===== src/rtl/rf_ctrl_pkg.sv =====
// rf_ctrl_pkg: shared definitions for the register-file write-port control slice.
//   - Default widths for the writeback path (data, address, register count).
//   - grant_t: which requester owns the RF write port in a given cycle.
//   - REG_ZERO: hard-wired zero register; writes to it are acknowledged but dropped.
// Optional build macro used by this slice: RF_SB_CHECK_EN (see rf_scoreboard).
package rf_ctrl_pkg;

    localparam int unsigned DEF_DATA_W     = 16;
    localparam int unsigned DEF_ADDR_W     = 4;
    localparam int unsigned DEF_NUM_REGS   = 2 ** DEF_ADDR_W;
    localparam int unsigned DEF_STARVE_LIM = 4;

    typedef enum logic [1:0] {
        GNT_NONE,
        GNT_A,
        GNT_B
    } grant_t;

    localparam int unsigned REG_ZERO = 0;

endpackage


===== src/rtl/rf_scoreboard.sv =====
// rf_scoreboard: per-register pending-write scoreboard for RAW hazard stalls.
//   Ports:
//     clk, rst_n          clock, asynchronous active-low reset
//     rsv_vld, rsv_addr   decode reserves a destination register (sets busy)
//     wr_en, wr_addr      a write was accepted this cycle (clears busy)
//     q0_addr, q1_addr    hazard query addresses
//     q0_busy, q1_busy    combinational query results (current busy state)
//     busy_vec            full scoreboard
//     err                 sticky protocol error
//   Build macro RF_SB_CHECK_EN: when defined, err flags WAW reservations and
//   writes to unreserved registers; when undefined, err is tied low.
module rf_scoreboard
    import rf_ctrl_pkg::*;
#(
    parameter int unsigned ADDR_W   = DEF_ADDR_W,
    parameter int unsigned NUM_REGS = 2 ** ADDR_W
) (
    input  logic                clk,
    input  logic                rst_n,
    input  logic                rsv_vld,
    input  logic [ADDR_W-1:0]   rsv_addr,
    input  logic                wr_en,
    input  logic [ADDR_W-1:0]   wr_addr,
    input  logic [ADDR_W-1:0]   q0_addr,
    input  logic [ADDR_W-1:0]   q1_addr,
    output logic                q0_busy,
    output logic                q1_busy,
    output logic [NUM_REGS-1:0] busy_vec,
    output logic                err
);

    logic [NUM_REGS-1:0] busy;
    logic [NUM_REGS-1:0] busy_nxt;

    // Clear is applied before set so a same-edge reservation (younger) wins.
    always_comb begin
        busy_nxt = busy;
        for (int unsigned r = 1; r < NUM_REGS; r++) begin
            if (wr_en && wr_addr == ADDR_W'(r))
                busy_nxt[r] = 1'b0;
            if (rsv_vld && rsv_addr == ADDR_W'(r))
                busy_nxt[r] = 1'b1;
        end
        busy_nxt[REG_ZERO] = 1'b0;
    end

    always_ff @(posedge clk or negedge rst_n) begin
        if (!rst_n)
            busy <= '0;
        else
            busy <= busy_nxt;
    end

    // Queries see the pre-edge state, so a register being written this
    // cycle still reads busy; the RF bypass covers the following read.
    assign q0_busy  = busy[q0_addr];
    assign q1_busy  = busy[q1_addr];
    assign busy_vec = busy;

`ifdef RF_SB_CHECK_EN
    logic err_q;
    logic waw_err;
    logic unres_err;

    always_comb begin
        waw_err   = rsv_vld && (rsv_addr != ADDR_W'(REG_ZERO)) && busy[rsv_addr]
                    && !(wr_en && wr_addr == rsv_addr);
        unres_err = wr_en && (wr_addr != ADDR_W'(REG_ZERO)) && !busy[wr_addr];
    end

    always_ff @(posedge clk or negedge rst_n) begin
        if (!rst_n)
            err_q <= 1'b0;
        else if (waw_err || unres_err)
            err_q <= 1'b1;
    end

    assign err = err_q;
`else
    assign err = 1'b0;
`endif

endmodule


===== src/rtl/rf_wb_arbiter.sv =====
// rf_wb_arbiter: owns the single RF write port and arbitrates ALU (A) and
// load-unit (B) writebacks, with anti-starvation for B, plus a scoreboard.
//   Ports:
//     clk, rst_n                    clock, asynchronous active-low reset
//     a_vld/a_addr/a_data, a_rdy    ALU writeback request / combinational accept
//     b_vld/b_addr/b_data, b_rdy    load writeback request / combinational accept
//     rsv_vld, rsv_addr             destination reservation from decode
//     q0_addr/q0_busy, q1_addr/q1_busy  RAW hazard queries
//     we, dst_addr, dst             registered RF write port
//     busy_vec                      scoreboard contents
//     err                           sticky scoreboard protocol error
//   Build macro RF_SB_CHECK_EN enables the err checks inside rf_scoreboard.
module rf_wb_arbiter
    import rf_ctrl_pkg::*;
#(
    parameter int unsigned DATA_W     = DEF_DATA_W,
    parameter int unsigned ADDR_W     = DEF_ADDR_W,
    parameter int unsigned STARVE_LIM = DEF_STARVE_LIM,
    parameter int unsigned NUM_REGS   = 2 ** ADDR_W
) (
    input  logic                clk,
    input  logic                rst_n,
    input  logic                a_vld,
    input  logic [ADDR_W-1:0]   a_addr,
    input  logic [DATA_W-1:0]   a_data,
    output logic                a_rdy,
    input  logic                b_vld,
    input  logic [ADDR_W-1:0]   b_addr,
    input  logic [DATA_W-1:0]   b_data,
    output logic                b_rdy,
    input  logic                rsv_vld,
    input  logic [ADDR_W-1:0]   rsv_addr,
    input  logic [ADDR_W-1:0]   q0_addr,
    input  logic [ADDR_W-1:0]   q1_addr,
    output logic                q0_busy,
    output logic                q1_busy,
    output logic                we,
    output logic [ADDR_W-1:0]   dst_addr,
    output logic [DATA_W-1:0]   dst,
    output logic [NUM_REGS-1:0] busy_vec,
    output logic                err
);

    // STARVE_LIM is limited to 1..15, so a 4-bit counter always suffices.
    localparam int unsigned CNT_W = 4;

    grant_t             gnt;
    logic [CNT_W-1:0]   starve_cnt;
    logic               wr_en;
    logic [ADDR_W-1:0]  wr_addr;
    logic [DATA_W-1:0]  wr_data;

    always_comb begin
        gnt = GNT_NONE;
        if (b_vld && (!a_vld || starve_cnt == CNT_W'(STARVE_LIM)))
            gnt = GNT_B;
        else if (a_vld)
            gnt = GNT_A;
    end

    assign a_rdy   = (gnt == GNT_A);
    assign b_rdy   = (gnt == GNT_B);
    assign wr_en   = a_rdy || b_rdy;
    assign wr_addr = b_rdy ? b_addr : a_addr;
    assign wr_data = b_rdy ? b_data : a_data;

    always_ff @(posedge clk or negedge rst_n) begin
        if (!rst_n)
            starve_cnt <= '0;
        else if (b_vld && !b_rdy) begin
            if (starve_cnt != CNT_W'(STARVE_LIM))
                starve_cnt <= starve_cnt + 1'b1;
        end else
            starve_cnt <= '0;
    end

    // Writes to the zero register complete the handshake but never reach the RF.
    always_ff @(posedge clk or negedge rst_n) begin
        if (!rst_n) begin
            we       <= 1'b0;
            dst_addr <= '0;
            dst      <= '0;
        end else begin
            we <= 1'b0;
            if (wr_en && wr_addr != ADDR_W'(REG_ZERO)) begin
                we       <= 1'b1;
                dst_addr <= wr_addr;
                dst      <= wr_data;
            end
        end
    end

    rf_scoreboard #(
        .ADDR_W   (ADDR_W),
        .NUM_REGS (NUM_REGS)
    ) u_sb (
        .clk      (clk),
        .rst_n    (rst_n),
        .rsv_vld  (rsv_vld),
        .rsv_addr (rsv_addr),
        .wr_en    (wr_en),
        .wr_addr  (wr_addr),
        .q0_addr  (q0_addr),
        .q1_addr  (q1_addr),
        .q0_busy  (q0_busy),
        .q1_busy  (q1_busy),
        .busy_vec (busy_vec),
        .err      (err)
    );

endmodule


===== config.mk =====
export PLATFORM = sky130hd
export DESIGN_NAME = rf_wb_arbiter
export DESIGN_NICKNAME = d
export VERILOG_FILES = /design/src/rtl/rf_ctrl_pkg.sv /design/src/rtl/rf_scoreboard.sv /design/src/rtl/rf_wb_arbiter.sv
export SDC_FILE = /design/constraint.sdc
export NUM_CORES = 1
export LEC_CHECK = 0
export ABC_CLOCK_PERIOD_IN_PS = 3510
export BUFFER_PORTS_ARGS = -buffer_cell sky130_fd_sc_hd__buf_4
export CORE_MARGIN = 2
export CORE_UTILIZATION = 52
export DETAILED_ROUTE_END_ITERATION = 7
export PLACE_DENSITY = 0.81
export SYNTH_ARGS = -nofsm -noshare
export SYNTH_HDL_FRONTEND = slang
export SYNTH_SLANG_ARGS = --single-unit

===== constraint.sdc =====
create_clock -name clk -period 3.51 [get_ports clk]
set_input_delay 0.351 -clock clk [delete_from_list [all_inputs] [get_ports clk]]
set_output_delay 0.351 -clock clk [all_outputs]
set_load 0.01 [all_outputs]

==> results of run 1 <==
power breakdown:
part           switching [uW]  leakage (uW)  total (uW)  internal (uW)
Sequential               65.3      0.000480         602            536
Clock                     157     0.0000400         292            134
Combinational             193      0.000946         462            269
Total                     415       0.00147        1360            940
worst paths after layout:
check	depth (start not counted)	startpoint	endpoint	slack, ns
max in group asynchronous	1	rst_n	starve_cnt[0]$_DFFE_PN0P_	3.15
worst max register to register	8	starve_cnt[0]$_DFFE_PN0P_	dst[0]$_DFFE_PN0P_	0.76
worst min register to register	1	starve_cnt[0]$_DFFE_PN0P_	starve_cnt[0]$_DFFE_PN0P_	0.49
min in group clk	2	rsv_addr[1]	u_sb.busy_vec[3]$_DFFE_PN0P_	0.36
worst min-delay path	1	rst_n	dst[4]$_DFFE_PN0P_	0.007
worst max-delay path	8	starve_cnt[0]$_DFFE_PN0P_	dst[0]$_DFFE_PN0P_	0.76
final cells by class:
type | instances | area (um2)
multi-input combinational | 153 | 1330
fill | 333 | 1190
sequential | 40 | 1000
timing repair buffer | 97 | 728
clock buffer | 5 | 68.8
tap | 52 | 65.1
inverter | 14 | 52.6
clock inverter | 2 | 12.5
layout by cell type (no fill, tap or decap), types with 3 or more instances in the layout:
master	synthesis	routed
inv_1	13	13
a31o_1	3	3
nand3b_1	6	6
a32o_1	3	3
nor3_1	16	16
nand3_1	3	3
nand2_1	9	9
mux2i_1	9	8
nor2_1	7	7
buf_4	4	97
clkbuf_8	0	5
or4_1	8	8
mux2_2	40	40
nand2b_1	6	6
o32ai_1	6	6
dfrtp_1	40	40
mux4_2	6	6
o21ai_0	4	4
critical path, cell delays in order, from the launching register on:
cell and delay [ns]:
dfrtp_1 0.41, inv_1 0.07, ha_1 0.18, nand3b_4 0.10
a21o_1 0.37, inv_2 0.53, mux2i_2 0.26, buf_4 0.30
mux2_2 0.38
cell families after synthesis:
kind of cell             Yosys count
AO/OA/AOI/OAI                     29
other                              1
multiplexers                      55
adder cells (fa/ha/maj)            2
buffers and inverters             27
AND/OR/NAND/NOR                   63
XOR/XNOR                           2
flip-flops                        40
per-layer routing:
layer / vias to the layer above / track usage, %
met5: - / 0
met2: 86 / 40.4
li1: 1002 / -
met3: 8 / 7.73
met1: 1009 / 32.5
met4: 0 / 8.44
sequential cells by signal (all words and copies together) (netlist names):
signal,cells
u_sb.busy_vec,15
starve_cnt,4
dst,16
dst_addr,4
we,1
through the flow:
step / hold slack, ns / total power, uW / instances
6_report: 0.00728 / 1360 / 363
5_1_grt: 0.0562 / 1440 / 363
4_1_cts: 0.0298 / 1370 / 363
3_5_place_dp: 0.353 / 1080 / 356
3_3_place_gp: 0.347 / 1060 / 356
2_1_floorplan: 0.0554 / 834 / 220
==> impl_metrics.csv, run 1 <==
group,metric,value,unit
cts,worstSkewPairLatency,0.30,ns
grt,grt_overflow,0,
placed_design,dp_hpwl,4.84,mm
route,drt_wl_total,6.17,mm
min_path,holdCritPathClass,"primary input to asynchronous set/reset pin",
synth,synth_edf_count,0,
sta,fmax,0.364,GHz
route,vias_per_cell,5.80,
route,met1_length,2.66,mm
grt,grt_max_degree,41,
sta,fin_tns_setup,0,ns
route,dr.max_layer_used,"met4",
synth,yosysWarnings,0,
placed_design,post_dp_cell_area,3170,um2
cts,cts_root_buf,"clkbuf_8",
floorplanning,die_w,72.7,um
floorplanning,start_util,55.2,%
grt,grt_first_pass_wirelength,10.2,mm
setup_path,cp.arrival,2.93,ns
power,powerDensity,417,nW/um2
final_layout,fin_util,73.2,%
sta,fin_crit,2.75,ns
route,drc_errors,0,
floorplanning,rows,24,
sta,worst_pin_slew,0.616,ns
sta,skew,0.00968,ns
final_layout,drive_above_1_share,49.8,%
synth,ys_top_cells_by_area,"dfrtp_1, mux2_2, mux4_2",
synth,yosysSeqAreaShare,40.8,%
synth,synth_xor_area_share,0.714,%
cts,clk_pin_slew_worst_paths,0.08,ns
synth,synth_compound_area_share,9.48,%
run_status,status,"finished clean",
placed_design,place_congestion,0.831,
sta,slew_headroom,58.9,%
setup_path,crit_path_start_kind,"flip-flop",
synth,synth-seq-cells,40,
synth,yosysTopAreaCellShare,40.8,%
synth,yosys.area.top_type,"dfrtp_1",
run,cap_violations,0,
grt,antenna_found_initial,0,
setup_path,endpoint_kind,"flip-flop",
final_layout,diodes,0,
floorplanning,die-area,5280,um2
cts,cts_resized,0,
cts,post-cts-setup-buffers,0,
grt,grt_pass1_vias,2181,
setup_path,worstSetupPathType,"flip-flop to flip-flop",
final_layout,final_area,3250,um2
route,wl_per_cell,17.0,um
placed_design,dp_slack,0.782,ns
synth,synth-simple-area-share,14.8,%
synth,muxShareOfSynthArea,27.5,%
power,ir_drop,0.000255,V
final_layout,nNetsFinal,370,
sta,setup_viol,0,
cts,cts_hold_buf,0,
synth,synthAdderAreaFrac,1.02,%
setup_path,crit_fanout,31,
cts,cts_tree,"yes",
synth,ys_types,40,
synth,synth_top_family_by_area,"multiplexers",
route,vias,2105,
floorplanning,core,4440,um2
synth,synth_flop_cell,"dfrtp_1",
synth,syn-instance-count,219,
synth,ys_top_cells_by_count,"dfrtp_1, mux2_2, nor3_1",
placed_design,numPortBuffers,96,
sta,fin_crit_sh,78.2,%
setup_path,required,3.69,ns
synth,netlist_area,2450,um2
sta,worst_slack,0.764,ns
power,p_leak,0.00147,uW
cts,clockBufferDepth,2,
cts,cts.sink_count,40,
route,wl_met3,452,um
route,routed-wl-met2,2.97,mm
cts,htreeDepth,2,
sta,finalHoldViolCount,0,
synth,synthArstFlopShare,100,%
cts,cts_made_buffers,5,
final_layout,area.growth.synth_to_final,32.6,%
synth,avgSynthCellArea,11.2,um2
floorplanning,ios,99,
sta,rsz0062_at_grt,"false",
floorplanning,die_y,72.7,um
route,drtIter0Drc,132,
route,ant_nets,0,
route,first_pass_iters,4,
sta,maxSlewViolCount,0,
grt,track_usage,25.2,%
Power figures use the tool's default switching activity.
==> run 2: changes to the inputs <==
- ABC_CLOCK_PERIOD_IN_PS: 3510 -> 2350
- CORE_UTILIZATION: 52 -> 44
- PLACE_DENSITY: 0.81 -> 0.73
- clock period: 3.51 -> 2.35 ns (I/O delays scaled with it)
==> run 2 against run 1 <==
Compared with the run above:
- sequential power increased by 49%
- largest power group unchanged
- clock skew decreased by 0.0030 ns
- final area increased by 2.3%
- combinational power increased by 51%
- die area increased by 17%
==> impl_metrics.csv, run 2 (same netlist as run 1, synthesis figures left out) <==
group,metric,value,unit
power,powerDensity,622,nW/um2
setup_path,crit_path_start_kind,"flip-flop",
sta,fin_crit,2.08,ns
final_layout,ff_latch_area,1000,um2
floorplanning,die_y,78.7,um
route,wl_met3,578,um
final_layout,area.growth.synth_to_final,35.7,%
floorplanning,die-area,6190,um2
floorplanning,die_w,78.7,um
cts,cts_made_buffers,5,
grt,antenna_found_initial,0,
route,drt_wl_total,6.42,mm
sta,rsz0062_at_grt,"false",
run_status,status,"finished clean",
grt,grt_pass1_vias,2285,
grt,track_usage,22.4,%
final_layout,fillCellCount,467,
route,met1_length,2.65,mm
floorplanning,rows,27,
route,vias_per_cell,5.48,
placed_design,numPortBuffers,96,
floorplanning,start_util,45.1,%
cts,clk_pin_slew_worst_paths,0.08,ns
power,ir_drop,0.000331,V
placed_design,dp_hpwl,4.99,mm
cts,cts_root_buf,"clkbuf_8",
final_layout,nNetsFinal,375,
route,vias,2130,
route,first_pass_iters,4,
cts,worstSkewPairLatency,0.29,ns
final_layout,layout_common_cells,"buf_4, mux2_2, dfrtp_1",
cts,cts.sink_count,40,
sta,fin_crit_sh,88.6,%
min_path,min_from,"rsv_addr[1]",
final_layout,multiInputGateArea,1330,um2
route,wl_per_cell,16.5,um
grt,grt_overflow,0,
final_layout,diodes,0,
sta,worst_slack,0.268,ns
run,cap_violations,0,
floorplanning,core,5440,um2
final_layout,largest_reg_flops,16,
route,drtIter0Drc,131,
placed_design,place_congestion,0.839,
sta,setup_viol,0,
grt,grt_max_degree,41,
sta,fin_tns_setup,0,ns
cts,cts_resized,0,
setup_path,cp.arrival,2.26,ns
setup_path,worstSetupPathType,"flip-flop to flip-flop",
placed_design,dp_slack,0.262,ns
setup_path,required,2.53,ns
sta,maxSlewViolCount,0,
sta,finalHoldViolCount,0,
route,dr.max_layer_used,"met4",
final_layout,mostFrequentLayoutCell,"buf_4",
route,ant_nets,0,
floorplanning,ios,99,
setup_path,r2r-start,"starve_cnt[0]$_DFFE_PN0P_",
sta,fmax,0.480,GHz
setup_path,endpoint_kind,"flip-flop",
min_path,holdCritPathClass,"primary input to flip-flop",
cts,clockBufferDepth,2,
final_layout,drive_above_1_share,50.5,%
cts,post-cts-setup-buffers,0,
setup_path,worstSetupStartpoint,"starve_cnt[0]$_DFFE_PN0P_",
cts,cts_tree,"yes",
final_layout,largest-register,"dst",
setup_path,crit_fanout,17,
cts,cts_hold_buf,1,
route,drc_errors,0,
sta,skew,0.00670,ns
power,p_leak,0.00150,uW
route,routed-wl-met2,3.11,mm
grt,grt_first_pass_wirelength,10.9,mm
cts,htreeDepth,2,
run 2: layer usage:
layer / vias up / global-route usage [%]
li1: 1016 / -
met1: 1015 / 28.1
met2: 91 / 36.4
met3: 8 / 7.59
met4: 0 / 6.84
met5: - / 0
run 2: where the power goes:
group / switching [uW] / internal, uW
registers: 97.1 / 801
clock network: 240 / 234
logic: 289 / 408
run 2: metrics by stage:
step / util (%) / hold WS (ns) / instances / power (uW) / instance area, um2
final: 61.2 / 0.271 / 389 / 2070 / 3330
after global routing: 61.2 / 0.269 / 389 / 2200 / 3330
after CTS: 61.2 / 0.259 / 389 / 2090 / 3330
after detailed placement: 59.3 / 0.241 / 380 / 1610 / 3230
after global placement: 59.3 / 0.241 / 380 / 1600 / 3230
after floorplan: - / -0.0606 / 220 / 1250 / 2460
run 2: critical path: stages, from the launching register on:
cell and delay [ns]:
dfrtp_1 0.41, inv_1 0.07, ha_1 0.19, nand3b_4 0.10, a21o_1 0.21, inv_2 0.09, mux2i_2 0.24, buf_4 0.28
mux2_2 0.37
run 2: path summary, 6_finish.rpt:
path	endpoint	slack, ns	cells past startpoint
min in group asynchronous	dst[4]$_DFFE_PN0P_	0.45	2
worst max register to register	dst[7]$_DFFE_PN0P_	0.27	8
max in group asynchronous	dst_addr[0]$_DFFE_PN0P_	1.56	2
worst min-delay path	u_sb.busy_vec[3]$_DFFE_PN0P_	0.27	2
worst max-delay path	dst[7]$_DFFE_PN0P_	0.27	8
worst min register to register	starve_cnt[0]$_DFFE_PN0P_	0.49	1
run 2: layout make-up:
cell class	instances	share of cell area, %
clock buffer	6	2.48
clock inverter	2	0.301
inverter	14	1.58
multi-input combinational	153	39.8
sequential	40	30.1
tap	72	2.71
timing repair buffer	102	23.1
